<file path="src/rtl/tns_link_scheduler_if.sv">
// rtl/tns_link_scheduler_if.sv - requester-side handshake bundle for tns_link_scheduler
// Purpose: groups the two requesters' valid/data/ready signals.
// Signals:
//   req_valid [1:0]         per-requester word valid
//   req_data  [2*DATA_W-1:0] requester i word in bits [i*DATA_W +: DATA_W]
//   req_ready [1:0]         one-hot accept from the scheduler
// Modports: master (requester side), slave (scheduler side).
interface tns_link_scheduler_if #(
    parameter int DATA_W = 16
) ();
    logic [1:0]          req_valid;
    logic [2*DATA_W-1:0] req_data;
    logic [1:0]          req_ready;

    modport master (output req_valid, output req_data, input req_ready);
    modport slave  (input req_valid, input req_data, output req_ready);
endinterface

</file>
<file path="src/rtl/tns_link_scheduler.sv">
// rtl/tns_link_scheduler.sv - round-robin scheduler sharing one TNS_encoder_21 link between 2 requesters
// Purpose: arbitrates two requesters onto the encoder datain register, holds datain while idle,
//   drives zero words during post-reset warm-up, and pipelines code_valid/code_src to line up
//   with the encoder's 1-cycle codeout latency.
// Ports:
//   clock, rst_n         clock (rising edge), async active-low reset
//   req_if (slave)       req_valid/req_data in, req_ready out (combinational one-hot grant)
//   enc_datain, enc_load registered word to the encoder and its new-word strobe
//   code_valid, code_src enc_load and its requester id delayed one cycle
//   busy                 warm-up in progress or any request pending
// Optional: define TNS_SCHED_STATS_EN to add stat_words0/stat_words1/stat_switches counters.
module tns_link_scheduler #(
    parameter int DATA_W     = 16,
    parameter int MAX_BURST  = 4,
    parameter int WARMUP_CYC = 2
) (
    input  logic                   clock,
    input  logic                   rst_n,
    tns_link_scheduler_if.slave    req_if,
    output logic [DATA_W-1:0]      enc_datain,
    output logic                   enc_load,
    output logic                   code_valid,
    output logic                   code_src,
    output logic                   busy
`ifdef TNS_SCHED_STATS_EN
    ,
    output logic [31:0]            stat_words0,
    output logic [31:0]            stat_words1,
    output logic [15:0]            stat_switches
`endif
);
    localparam int BW = $clog2(MAX_BURST + 1);
    localparam int WW = (WARMUP_CYC > 1) ? $clog2(WARMUP_CYC) : 1;

    typedef enum logic [1:0] {S_WARMUP, S_IDLE, S_SERVE} state_t;

    state_t            r_state, w_state_nxt;
    logic [WW-1:0]     r_warm_cnt;
    logic [BW-1:0]     r_burst_cnt;
    logic              r_rr_ptr;
    logic              r_owner;
    logic [DATA_W-1:0] r_enc_datain;
    logic              r_enc_load;
    logic              r_enc_src;
    logic              r_code_valid;
    logic              r_code_src;

    logic [1:0]        w_valid;
    logic              w_gnt_any;
    logic              w_gnt_id;
    logic              w_switch;
    logic [DATA_W-1:0] w_sel_data;

    assign w_valid = req_if.req_valid;

    always_comb begin
        w_state_nxt = r_state;
        w_gnt_any   = 1'b0;
        w_gnt_id    = r_owner;
        case (r_state)
            S_WARMUP: begin
                if (r_warm_cnt == WW'(WARMUP_CYC - 1))
                    w_state_nxt = S_IDLE;
            end
            S_IDLE: begin
                if (|w_valid) begin
                    w_gnt_any   = 1'b1;
                    w_gnt_id    = (&w_valid) ? r_rr_ptr : w_valid[1];
                    w_state_nxt = S_SERVE;
                end
            end
            S_SERVE: begin
                if (w_valid[r_owner] && (r_burst_cnt < BW'(MAX_BURST))) begin
                    w_gnt_any = 1'b1;
                    w_gnt_id  = r_owner;
                end else if (w_valid[~r_owner]) begin
                    w_gnt_any = 1'b1;
                    w_gnt_id  = ~r_owner;
                end else if (w_valid[r_owner]) begin
                    // Burst limit only matters while the other side waits.
                    w_gnt_any = 1'b1;
                    w_gnt_id  = r_owner;
                end else begin
                    w_state_nxt = S_IDLE;
                end
            end
            default: w_state_nxt = S_WARMUP;
        endcase
    end

    assign w_switch   = w_gnt_any && (w_gnt_id != r_owner);
    assign w_sel_data = w_gnt_id ? req_if.req_data[DATA_W +: DATA_W] : req_if.req_data[0 +: DATA_W];

    assign req_if.req_ready = w_gnt_any ? (2'b01 << w_gnt_id) : 2'b00;

    always_ff @(posedge clock or negedge rst_n) begin
        if (!rst_n) begin
            r_state      <= S_WARMUP;
            r_warm_cnt   <= '0;
            r_burst_cnt  <= '0;
            r_rr_ptr     <= 1'b0;
            r_owner      <= 1'b0;
            r_enc_datain <= '0;
            r_enc_load   <= 1'b0;
            r_enc_src    <= 1'b0;
            r_code_valid <= 1'b0;
            r_code_src   <= 1'b0;
        end else begin
            r_state      <= w_state_nxt;
            r_enc_load   <= w_gnt_any;
            r_code_valid <= r_enc_load;
            r_code_src   <= r_enc_src;
            if (r_state == S_WARMUP) begin
                r_warm_cnt   <= r_warm_cnt + 1'b1;
                r_enc_datain <= '0;
            end
            if (w_gnt_any) begin
                r_enc_datain <= w_sel_data;
                r_enc_src    <= w_gnt_id;
                r_owner      <= w_gnt_id;
                if (w_switch) begin
                    r_rr_ptr    <= ~w_gnt_id;
                    r_burst_cnt <= BW'(1);
                end else if (r_state == S_IDLE) begin
                    // A grant out of IDLE starts a fresh burst even for the same owner.
                    r_burst_cnt <= BW'(1);
                end else if (r_burst_cnt < BW'(MAX_BURST)) begin
                    r_burst_cnt <= r_burst_cnt + 1'b1;
                end
            end
        end
    end

    assign enc_datain = r_enc_datain;
    assign enc_load   = r_enc_load;
    assign code_valid = r_code_valid;
    assign code_src   = r_code_src;
    assign busy       = (r_state == S_WARMUP) || (|w_valid);

`ifdef TNS_SCHED_STATS_EN
    logic [31:0] r_stat_words0, r_stat_words1;
    logic [15:0] r_stat_switches;

    always_ff @(posedge clock or negedge rst_n) begin
        if (!rst_n) begin
            r_stat_words0   <= '0;
            r_stat_words1   <= '0;
            r_stat_switches <= '0;
        end else begin
            if (w_gnt_any && !w_gnt_id) r_stat_words0 <= r_stat_words0 + 1'b1;
            if (w_gnt_any &&  w_gnt_id) r_stat_words1 <= r_stat_words1 + 1'b1;
            if (w_switch)               r_stat_switches <= r_stat_switches + 1'b1;
        end
    end

    assign stat_words0   = r_stat_words0;
    assign stat_words1   = r_stat_words1;
    assign stat_switches = r_stat_switches;
`endif
endmodule
</file>
<file path="src/flat_wrapper.sv">
// flat-port wrapper written by rule: the top's interface ports become plain ports
module tns_link_scheduler_flat 
#(
    parameter int DATA_W     = 16,
    parameter int MAX_BURST  = 4,
    parameter int WARMUP_CYC = 2
)
  (clock, rst_n, enc_datain, enc_load, code_valid, code_src, busy, req_if_req_valid, req_if_req_data, req_if_req_ready);
  tns_link_scheduler_if #(.DATA_W(DATA_W)) req_if_i ();
  input  logic clock;
  input  logic rst_n;
  output logic [DATA_W-1:0] enc_datain;
  output logic enc_load;
  output logic code_valid;
  output logic code_src;
  output logic busy;
  input wire logic [$bits(req_if_i.req_valid)-1:0] req_if_req_valid;
  input wire logic [$bits(req_if_i.req_data)-1:0] req_if_req_data;
  output wire logic [$bits(req_if_i.req_ready)-1:0] req_if_req_ready;
  assign req_if_i.req_valid = req_if_req_valid;
  assign req_if_i.req_data = req_if_req_data;
  assign req_if_req_ready = req_if_i.req_ready;
  tns_link_scheduler #(.DATA_W(DATA_W), .MAX_BURST(MAX_BURST), .WARMUP_CYC(WARMUP_CYC)) u_core (.clock(clock), .rst_n(rst_n), .req_if(req_if_i), .enc_datain(enc_datain), .enc_load(enc_load), .code_valid(code_valid), .code_src(code_src), .busy(busy));
endmodule
</file>
<file path="config.mk">
export PLATFORM = sky130hd
export DESIGN_NAME = tns_link_scheduler_flat
export DESIGN_NICKNAME = d
export VERILOG_FILES = /design/src/rtl/tns_link_scheduler_if.sv /design/src/rtl/tns_link_scheduler.sv /design/src/flat_wrapper.sv
export SDC_FILE = /design/constraint.sdc
export NUM_CORES = 1
export LEC_CHECK = 0
export CAP_MARGIN = 30
export CORE_MARGIN = 8
export CORE_UTILIZATION = 38
export DETAILED_ROUTE_END_ITERATION = 7
export PLACE_DENSITY_LB_ADDON = 0.1
export SYNTH_ARGS = -nofsm -noshare
export SYNTH_HDL_FRONTEND = slang
export SYNTH_SLANG_ARGS = --single-unit
</file>
<file path="constraint.sdc">
create_clock -name clock -period 1.6 [get_ports clock]
set_clock_uncertainty 0.05 [all_clocks]
set_input_delay 0.16 -clock clock [delete_from_list [all_inputs] [get_ports clock]]
set_output_delay 0.16 -clock clock [all_outputs]
set_load 0.1 [all_outputs]
</file>
==> metrics.cfg, run 1 <==
[run_status]
status = finished with violations
violations = negative setup slack

[cts]
cts_tree = yes
root_buffer = clkbuf_4
htreeDepth = 1
cts_sinks = 27
clkLatencyLatePin_ns = 0.33
ctsHoldBuffers = 0
clock_path_buffers = 2
cts-buffers-inserted = 3
path_clk_slew_ns = 0.16

[min_path]
holdCritPathClass = in -> async

[worst_setup_path]
critPathArrivalTime_ns = 2.17
critPathRequiredTime_ns = 1.79
setup.worst_path.class = reg -> reg
critPathMaxFanout = 5
cp_cell_sequence = buf_6 -> ha_4 -> o211ai_1 -> buf_4 -> o22a_4 -> o211ai_1 -> a22o_1
cp_common_cell = o211ai_1
slowest_stage = dfrtp_1
r2r_cells = 7
critical-path-max-stage-delay_ns = 0.46
cp-end-kind = flip-flop
start_kind = flip-flop

[cells_and_area]
nets = 253
synthToLayoutAreaGrowth_pct = 93.7
diodes = 0
register_area_um2 = 677
multi_input_area_um2 = 749
fillCellCount = 251
drive_gt1_share_pct = 41.7
design_area_mm2 = 0.00268

[logic_synthesis]
ys_ff_latch = 27
synth.most_common_cell = dfrtp_1
async_flop_share_pct = 100
syn_inst = 121
syn_avg_cell_area_um2 = 11.4
synth-edff-count = 0
ys_types = 34
syn_nets = 162
yosys-top-cells-area = dfrtp_1 49%, a221o_1 12%, and3_1 7.2%
yosys.area.top_type = dfrtp_1
synth.cells.most_frequent = 27 x dfrtp_1, 16 x a221o_1, 16 x and3_1
ys.flop_type = dfrtp_1
ys_warn_count = 0
netlist.area_leader.share_pct = 48.8
synth_area_mm2 = 0.00139
ys_seq_area_share_pct = 48.8

[die]
start_util_pct = 38.7
num_rows = 22
die_h_um = 76.4
chipWidth_um = 76.4
core_mm2 = 0.00358
die-area_mm2 = 0.00583
ioPinCount = 58

[sta]
slew_viol_final = 0
fmax_mhz = 504
rsz0062_at_grt = true
finalSetupTns_ns = -7.44
tightestPinTransition_ns = 0.427
worst_slack_ns = -0.384
min_period_ns = 1.98
hold_slack_ns = 0.142
setup-violations-final = 24
fin_crit_sh_pct = 124
finalHoldViolations = 0
slew_headroom_pct = 71.4

[routing]
drc = 0
wirelength_um = 4830
vias = 1358
wl_per_cell_um = 18.7
drtIter0Drc = 43
vias_per_cell = 5.24
first_pass_iters = 4
ant_nets = 0

[place]
hpwl_um = 3190
place_area_mm2 = 0.00237
dp_slack_ns = -0.346
portBuffers = 57
place.gp.congestion = 0.832

[global_route]
grt_pass1_wl_um = 7440
grt_start_max_net_pins = 28
grt_overflow = 0
antenna_found_initial = 0
grt_pass1_vias = 1420
grt_util_all_layers_pct = 15.5

[flow_run]
max_cap_violations = 0

## cell usage in the layout (no fill, tap or decap), types with 2 or more instances in the layout
master / n
clkdlybuf4s50_1: 35
nand2_4: 2
clkbuf_4: 3
a21oi_2: 2
inv_1: 2
a221o_1: 16
buf_4: 28
nand2_1: 3
buf_12: 24
ha_1: 2
inv_4: 3
and3_1: 16
o21ai_4: 2
ha_4: 3
dfrtp_1: 26
nor2_1: 3
o211ai_1: 4
a22o_1: 2
buf_6: 6
## through the flow
step / util, % / cells
2_1_floorplan: - / 121
3_3_place_gp: 66.1 / 238
3_5_place_dp: 66.1 / 238
4_1_cts: 70.8 / 251
5_1_grt: 75.0 / 259
6_report: 75.0 / 259
## state kept, by name, indices dropped and copies added (netlist names)
signal              count
u_core.code_src         1
u_core.code_valid       1
u_core.enc_datain      16
u_core.enc_load         1
u_core.r_burst_cnt      3
u_core.r_owner          1
u_core.r_rr_ptr         1
u_core.r_state          2
u_core.r_warm_cnt       1
## cell families after synthesis
group / count (synthesis) / share of synthesized area (%)
compound gates: 42 / 26.1
xor+xnor: 2 / 1.81
fa+ha+maj: 5 / 4.52
buf+inv: 15 / 5.96
flops: 27 / 48.8
mux: 1 / 0.723
simple gates: 29 / 12.1
## area by class of cell
type | instances | share of cell area, %
timing repair buffer | 95 | 42.4
multi-input combinational | 79 | 27.9
sequential | 27 | 25.2
tap | 48 | 2.24
inverter | 6 | 1.12
clock buffer | 3 | 0.840
clock inverter | 1 | 0.187
## worst paths after layout
path                                startpoint                    end  slack (ns)
min reg2reg                    u_core.enc_load      u_core.code_valid        0.42
min                                      rst_n      u_core.r_state[0]        0.14
min in group clock         req_if_req_data[24]   u_core.enc_datain[8]        0.39
max in group asynchronous                rst_n      u_core.r_state[0]        1.08
max                          u_core.r_state[1]  u_core.r_burst_cnt[0]       -0.38
max reg2reg                  u_core.r_state[1]  u_core.r_burst_cnt[0]       -0.38
## critical path: cells and delay by family, from the launching register on
kind	cells	cell delay, ns
buffers and inverters	2	0.35
flip-flops	1	0.46
adder cells (fa/ha/maj)	1	0.18
AO/OA/AOI/OAI	4	0.85
## routing by layer
| layer | part of all wire (%) | GRT usage, % | vias to the layer above |
|---|---|---|---|
| li1 | - | - | 644 |
| met3 | 5.0 | 4.13 | 2 |
| met2 | 49 | 25.6 | 42 |
| met5 | 0 | 0 | - |
| met1 | 45 | 19.7 | 670 |
| met4 | 0.48 | 3.46 | 0 |
## repair_timing
| action | CTS | global route |
|---|---|---|
| setup endpoints to repair | 24 | 26 |
| resized for setup | 15 | 20 |
| buffers inserted | 9 | 7 |
| pin swaps | 6 | 10 |
| cloned | 0 | 2 |
Power of run 1 is not shown: default switching activity piles up to over one toggle a cycle in this logic, so the estimate is an artifact.
==> run 2: changes to the inputs <==
--- a/config.mk
+++ b/config.mk
@@ -5,11 +5,13 @@
 export SDC_FILE = /design/constraint.sdc
 export NUM_CORES = 1
 export LEC_CHECK = 0
-export CAP_MARGIN = 30
+export CAP_MARGIN = 20
 export CORE_MARGIN = 8
-export CORE_UTILIZATION = 38
+export CORE_UTILIZATION = 39
+export CTS_BUF_LIST = sky130_fd_sc_hd__clkbuf_8
 export DETAILED_ROUTE_END_ITERATION = 7
 export PLACE_DENSITY_LB_ADDON = 0.1
+export REMOVE_ABC_BUFFERS = 1
 export SYNTH_ARGS = -nofsm -noshare
 export SYNTH_HDL_FRONTEND = slang
 export SYNTH_SLANG_ARGS = --single-unit
==> metrics.cfg, run 2 (synthesis results as in run 1) <==
[global_route]
grt_overflow = 0
grt_util_all_layers_pct = 17.8
grt_start_max_net_pins = 28
grt_pass1_wl_um = 7760
antenna_found_initial = 0
grt_pass1_vias = 1522

[routing]
vias = 1386
first_pass_iters = 4
wl_met2_um = 2530
wl_met3_um = 341
drtIter0Drc = 70
wl_per_cell_um = 19.5
drc = 0
wirelength_um = 4920
top_layer_used = met4
wl_met1_um = 1970
vias_per_cell = 5.50
ant_nets = 0

[place]
hpwl_um = 3330
dp_slack_ns = -0.362
place_area_mm2 = 0.00236
place.gp.congestion = 0.839
portBuffers = 57

[worst_setup_path]
r2r_setup_slack_ns = -0.32
critPathRequiredTime_ns = 1.39
cp_cell_sequence = inv_2 -> ha_4 -> nand2_4 -> o21ai_4 -> a211oi_4 -> buf_12 -> buf_16
rr_startpoint = u_core.r_state[1]
slowest_stage = dfrtp_1
timing.rr.end = u_core.r_rr_ptr
critical-path-max-stage-delay_ns = 0.44
r2r_cells = 7
start_kind = flip-flop
critPathArrivalTime_ns = 1.76
critical_path.startpoint = u_core.r_state[1]
cp-end-kind = output port
critPathMaxFanout = 6
setup.worst_path.class = reg -> out

[sta]
worst_slack_ns = -0.370
rsz0062_at_grt = true
finalHoldViolations = 0
fin_crit_sh_pct = 123
tightestPinTransition_ns = 0.446
fmax_mhz = 508
setup-violations-final = 25
slew_viol_final = 0
slew_headroom_pct = 70.1
min_period_ns = 1.97

[cts]
ctsHoldBuffers = 0
path_clk_slew_ns = 0.09
cts_sinks = 27
cts-buffers-inserted = 3
root_buffer = clkbuf_8
cts_tree = yes
clock_path_buffers = 2
htreeDepth = 1
clkLatencyLatePin_ns = 0.27

[cells_and_area]
diodes = 0
drive_gt1_share_pct = 37.4
nets = 248
synthToLayoutAreaGrowth_pct = 91.2
largest_reg_flops = 16
design_area_mm2 = 0.00265
final_cell_mix = 35 x clkdlybuf4s50_1, 27 x dfrtp_1, 25 x buf_4, 25 x buf_12
final_common_cell = clkdlybuf4s50_1

[run_status]
status = finished with violations
violations = negative setup slack

[flow_run]
max_cap_violations = 0

[die]
die_h_um = 75.6
chipWidth_um = 75.6
core_mm2 = 0.00336
start_util_pct = 41.2
die-area_mm2 = 0.00571
num_rows = 21
ioPinCount = 58

[min_path]
holdCritPathClass = in -> async

run 2: changes by cell type in the layout (fill, tap and decap cells not counted), moves of 3 or more:
cell | previous run | this run
buf_4 | 28 | 25
buf_6 | 6 | 3
clkbuf_4 | 3 | 0
clkbuf_8 | 0 | 3
run 2: area by class of cell:
| type | instances | area, µm² |
|---|---|---|
| repair buffers | 90 | 1130 |
| clock inverters | 1 | 3.75 |
| flip-flops and latches | 27 | 676 |
| multi-input cells | 79 | 711 |
| fillers | 226 | 714 |
| well taps | 46 | 57.6 |
| inverters | 6 | 27.5 |
| clock buffers | 3 | 41.3 |
run 2: per-stage QoR:
stage          util [%]  instances  hold WS, ns  setup TNS (ns)
2_1_floorplan         -        112       -0.186          -18.54
3_3_place_gp       70.3        237        0.377           -4.55
3_5_place_dp       70.3        237        0.375           -6.26
4_1_cts            77.8        251        0.212           -6.22
5_1_grt            78.8        252        0.238           -8.57
6_report           78.8        252        0.205           -6.80
run 2: how the worst max path moves through the flow:
stage / endpoint / depth (start not counted)
after floorplan: u_core.enc_datain[0] / 6
after global placement: u_core.r_burst_cnt[0] / 7
after detailed placement: u_core.r_burst_cnt[0] / 7
after CTS: req_if_req_ready[0] / 6
after global routing: u_core.r_burst_cnt[0] / 7
final: req_if_req_ready[0] / 7
run 2: critical path, delay by kind of cell, from the launching register on:
family,cells,cell delay [ns]
buffers and inverters,3,0.41
AOI/OAI and AO/OA,2,0.34
adders and majority gates,1,0.20
DFF,1,0.44
and+or+nand+nor,1,0.08
run 2: what timing repair did:
action,CTS,global route
resized for setup,22,7
hold endpoints to repair,0,0
pin swaps,7,8
buffers inserted,9,1
gates cloned,1,0
endpoints found under the setup margin,25,25
run 2: per-layer routing:
metal  up-vias  track usage [%]
li1        633                -
met1       692             21.3
met2        51             31.0
met3        10             5.00
met4         0             3.84
met5         -                0
Power of run 2 is left out for the same reason.
==> run 3: changes to the inputs <==
--- a/config.mk
+++ b/config.mk
@@ -7,8 +7,8 @@
 export LEC_CHECK = 0
 export CAP_MARGIN = 20
 export CORE_MARGIN = 8
-export CORE_UTILIZATION = 39
-export CTS_BUF_LIST = sky130_fd_sc_hd__clkbuf_8
+export CORE_UTILIZATION = 34
+export CTS_BUF_LIST = sky130_fd_sc_hd__clkbuf_4
 export DETAILED_ROUTE_END_ITERATION = 7
 export PLACE_DENSITY_LB_ADDON = 0.1
 export REMOVE_ABC_BUFFERS = 1
==> metrics.cfg, run 3 (synthesis results as in run 1) <==
[sta]
fmax_mhz = 501
fin_crit_sh_pct = 125
min_period_ns = 2.00
hold_slack_ns = 0.128
finalHoldViolations = 0
worst_slack_ns = -0.397
tightestPinTransition_ns = 0.419
rsz0062_at_grt = true
slew_headroom_pct = 72.1
setup-violations-final = 26
slew_viol_final = 0

[die]
die-area_mm2 = 0.00637
core_mm2 = 0.00397
ioPinCount = 58
num_rows = 23
chipWidth_um = 79.8
die_h_um = 79.8
start_util_pct = 34.9

[worst_setup_path]
r2r_cells = 8
start_kind = flip-flop
critical_path.startpoint = u_core.r_state[1]
cp-end-kind = output port
rr_startpoint = u_core.r_state[0]
setup.worst_path.class = reg -> out
crit_path_end = req_if_req_ready[0]
critPathArrivalTime_ns = 1.79
critPathRequiredTime_ns = 1.39
r2r_setup_slack_ns = -0.30
critPathMaxFanout = 5
timing.rr.end = u_core.enc_datain[3]

[cts]
cts_tree = yes
cts_sinks = 27
path_clk_slew_ns = 0.16
htreeDepth = 1
clock_path_buffers = 2
ctsHoldBuffers = 0
clkLatencyLatePin_ns = 0.33
cts-buffers-inserted = 3
root_buffer = clkbuf_4

[routing]
first_pass_iters = 5
vias_per_cell = 5.25
drc = 0
drtIter0Drc = 70
ant_nets = 0
vias = 1343
wl_per_cell_um = 18.1
wirelength_um = 4630

[place]
hpwl_um = 3190
placed_cells = 243
place.gp.congestion = 0.761
place_area_mm2 = 0.00237
portBuffers = 57

[global_route]
grt_util_all_layers_pct = 14.4
grt_overflow = 0
grt_pass1_vias = 1446
grt_start_max_net_pins = 28
grt_pass1_wl_um = 7330
antenna_found_initial = 0

[run_status]
status = finished with violations
violations = negative setup slack

[min_path]
holdCritPathClass = in -> async

[cells_and_area]
final_cell_mix = 35 x clkdlybuf4s50_1, 27 x buf_4, 27 x dfrtp_1, 23 x buf_12
diodes = 0
final_common_cell = clkdlybuf4s50_1
largest_reg_flops = 16
nets = 248
drive_gt1_share_pct = 38.3
design_area_mm2 = 0.00256
layout.cells.non_filler = 256
synthToLayoutAreaGrowth_pct = 85.2

[flow_run]
max_cap_violations = 0

## run 3: changes by cell type in the layout (fill, tap and decap cells not counted), sizes merged
cell / previous run / this run
buf: 54 / 55
bufbuf: 1 / 0
clkbuf: 3 / 4
inv: 7 / 6
## run 3: per-layer routing
metal	GRT usage [%]	wire length (µm)	part of all wire (%)
met1	17.6	1960	42
met2	23.9	2310	50
met3	4.28	287	6.2
met4	3.82	70	1.5
met5	0	0	0
## run 3: stage by stage
| step | TNS (ns) | utilization [%] | worst slack, ns |
|---|---|---|---|
| 5_1_grt | -8.54 | 64.6 | -0.473 |
| 3_5_place_dp | -6.27 | 59.7 | -0.325 |
| 3_3_place_gp | -5.42 | 59.7 | -0.283 |
| 6_report | -6.81 | 64.6 | -0.397 |
| 4_1_cts | -7.54 | 63.3 | -0.405 |
| 2_1_floorplan | -18.54 | - | -0.916 |
## run 3: timing repair
item	4_1_cts	5_1_grt
resized for setup	14	12
setup buffers	7	1
setup endpoints to repair	25	27
cloned	0	1
pin swaps	5	6
## run 3: worst max-delay path, cell delays in order (launching register included)
cell,delay [ns]
dfrtp_1,0.45
inv_2,0.10
ha_4,0.19
nand2_2,0.07
o21ai_2,0.07
a211oi_4,0.27
buf_12,0.15
buf_12,0.16
## run 3: worst min-delay path by stage
| stage | end | from |
|---|---|---|
| after detailed placement | u_core.code_valid | u_core.enc_load |
| after CTS | u_core.r_state[0] | rst_n |
| after global placement | u_core.code_valid | u_core.enc_load |
| after global routing | u_core.r_warm_cnt | rst_n |
| final | u_core.r_warm_cnt | rst_n |
| after floorplan | u_core.code_src | rst_n |
## run 3: cell type report
class,instances,area [µm²]
repair buffers,90,1070
fillers,314,1410
multi-input cells,79,701
inverters,6,22.5
clock buffers,4,30.0
flip-flops and latches,27,676
well taps,50,62.6
Power of run 3 is left out for the same reason.
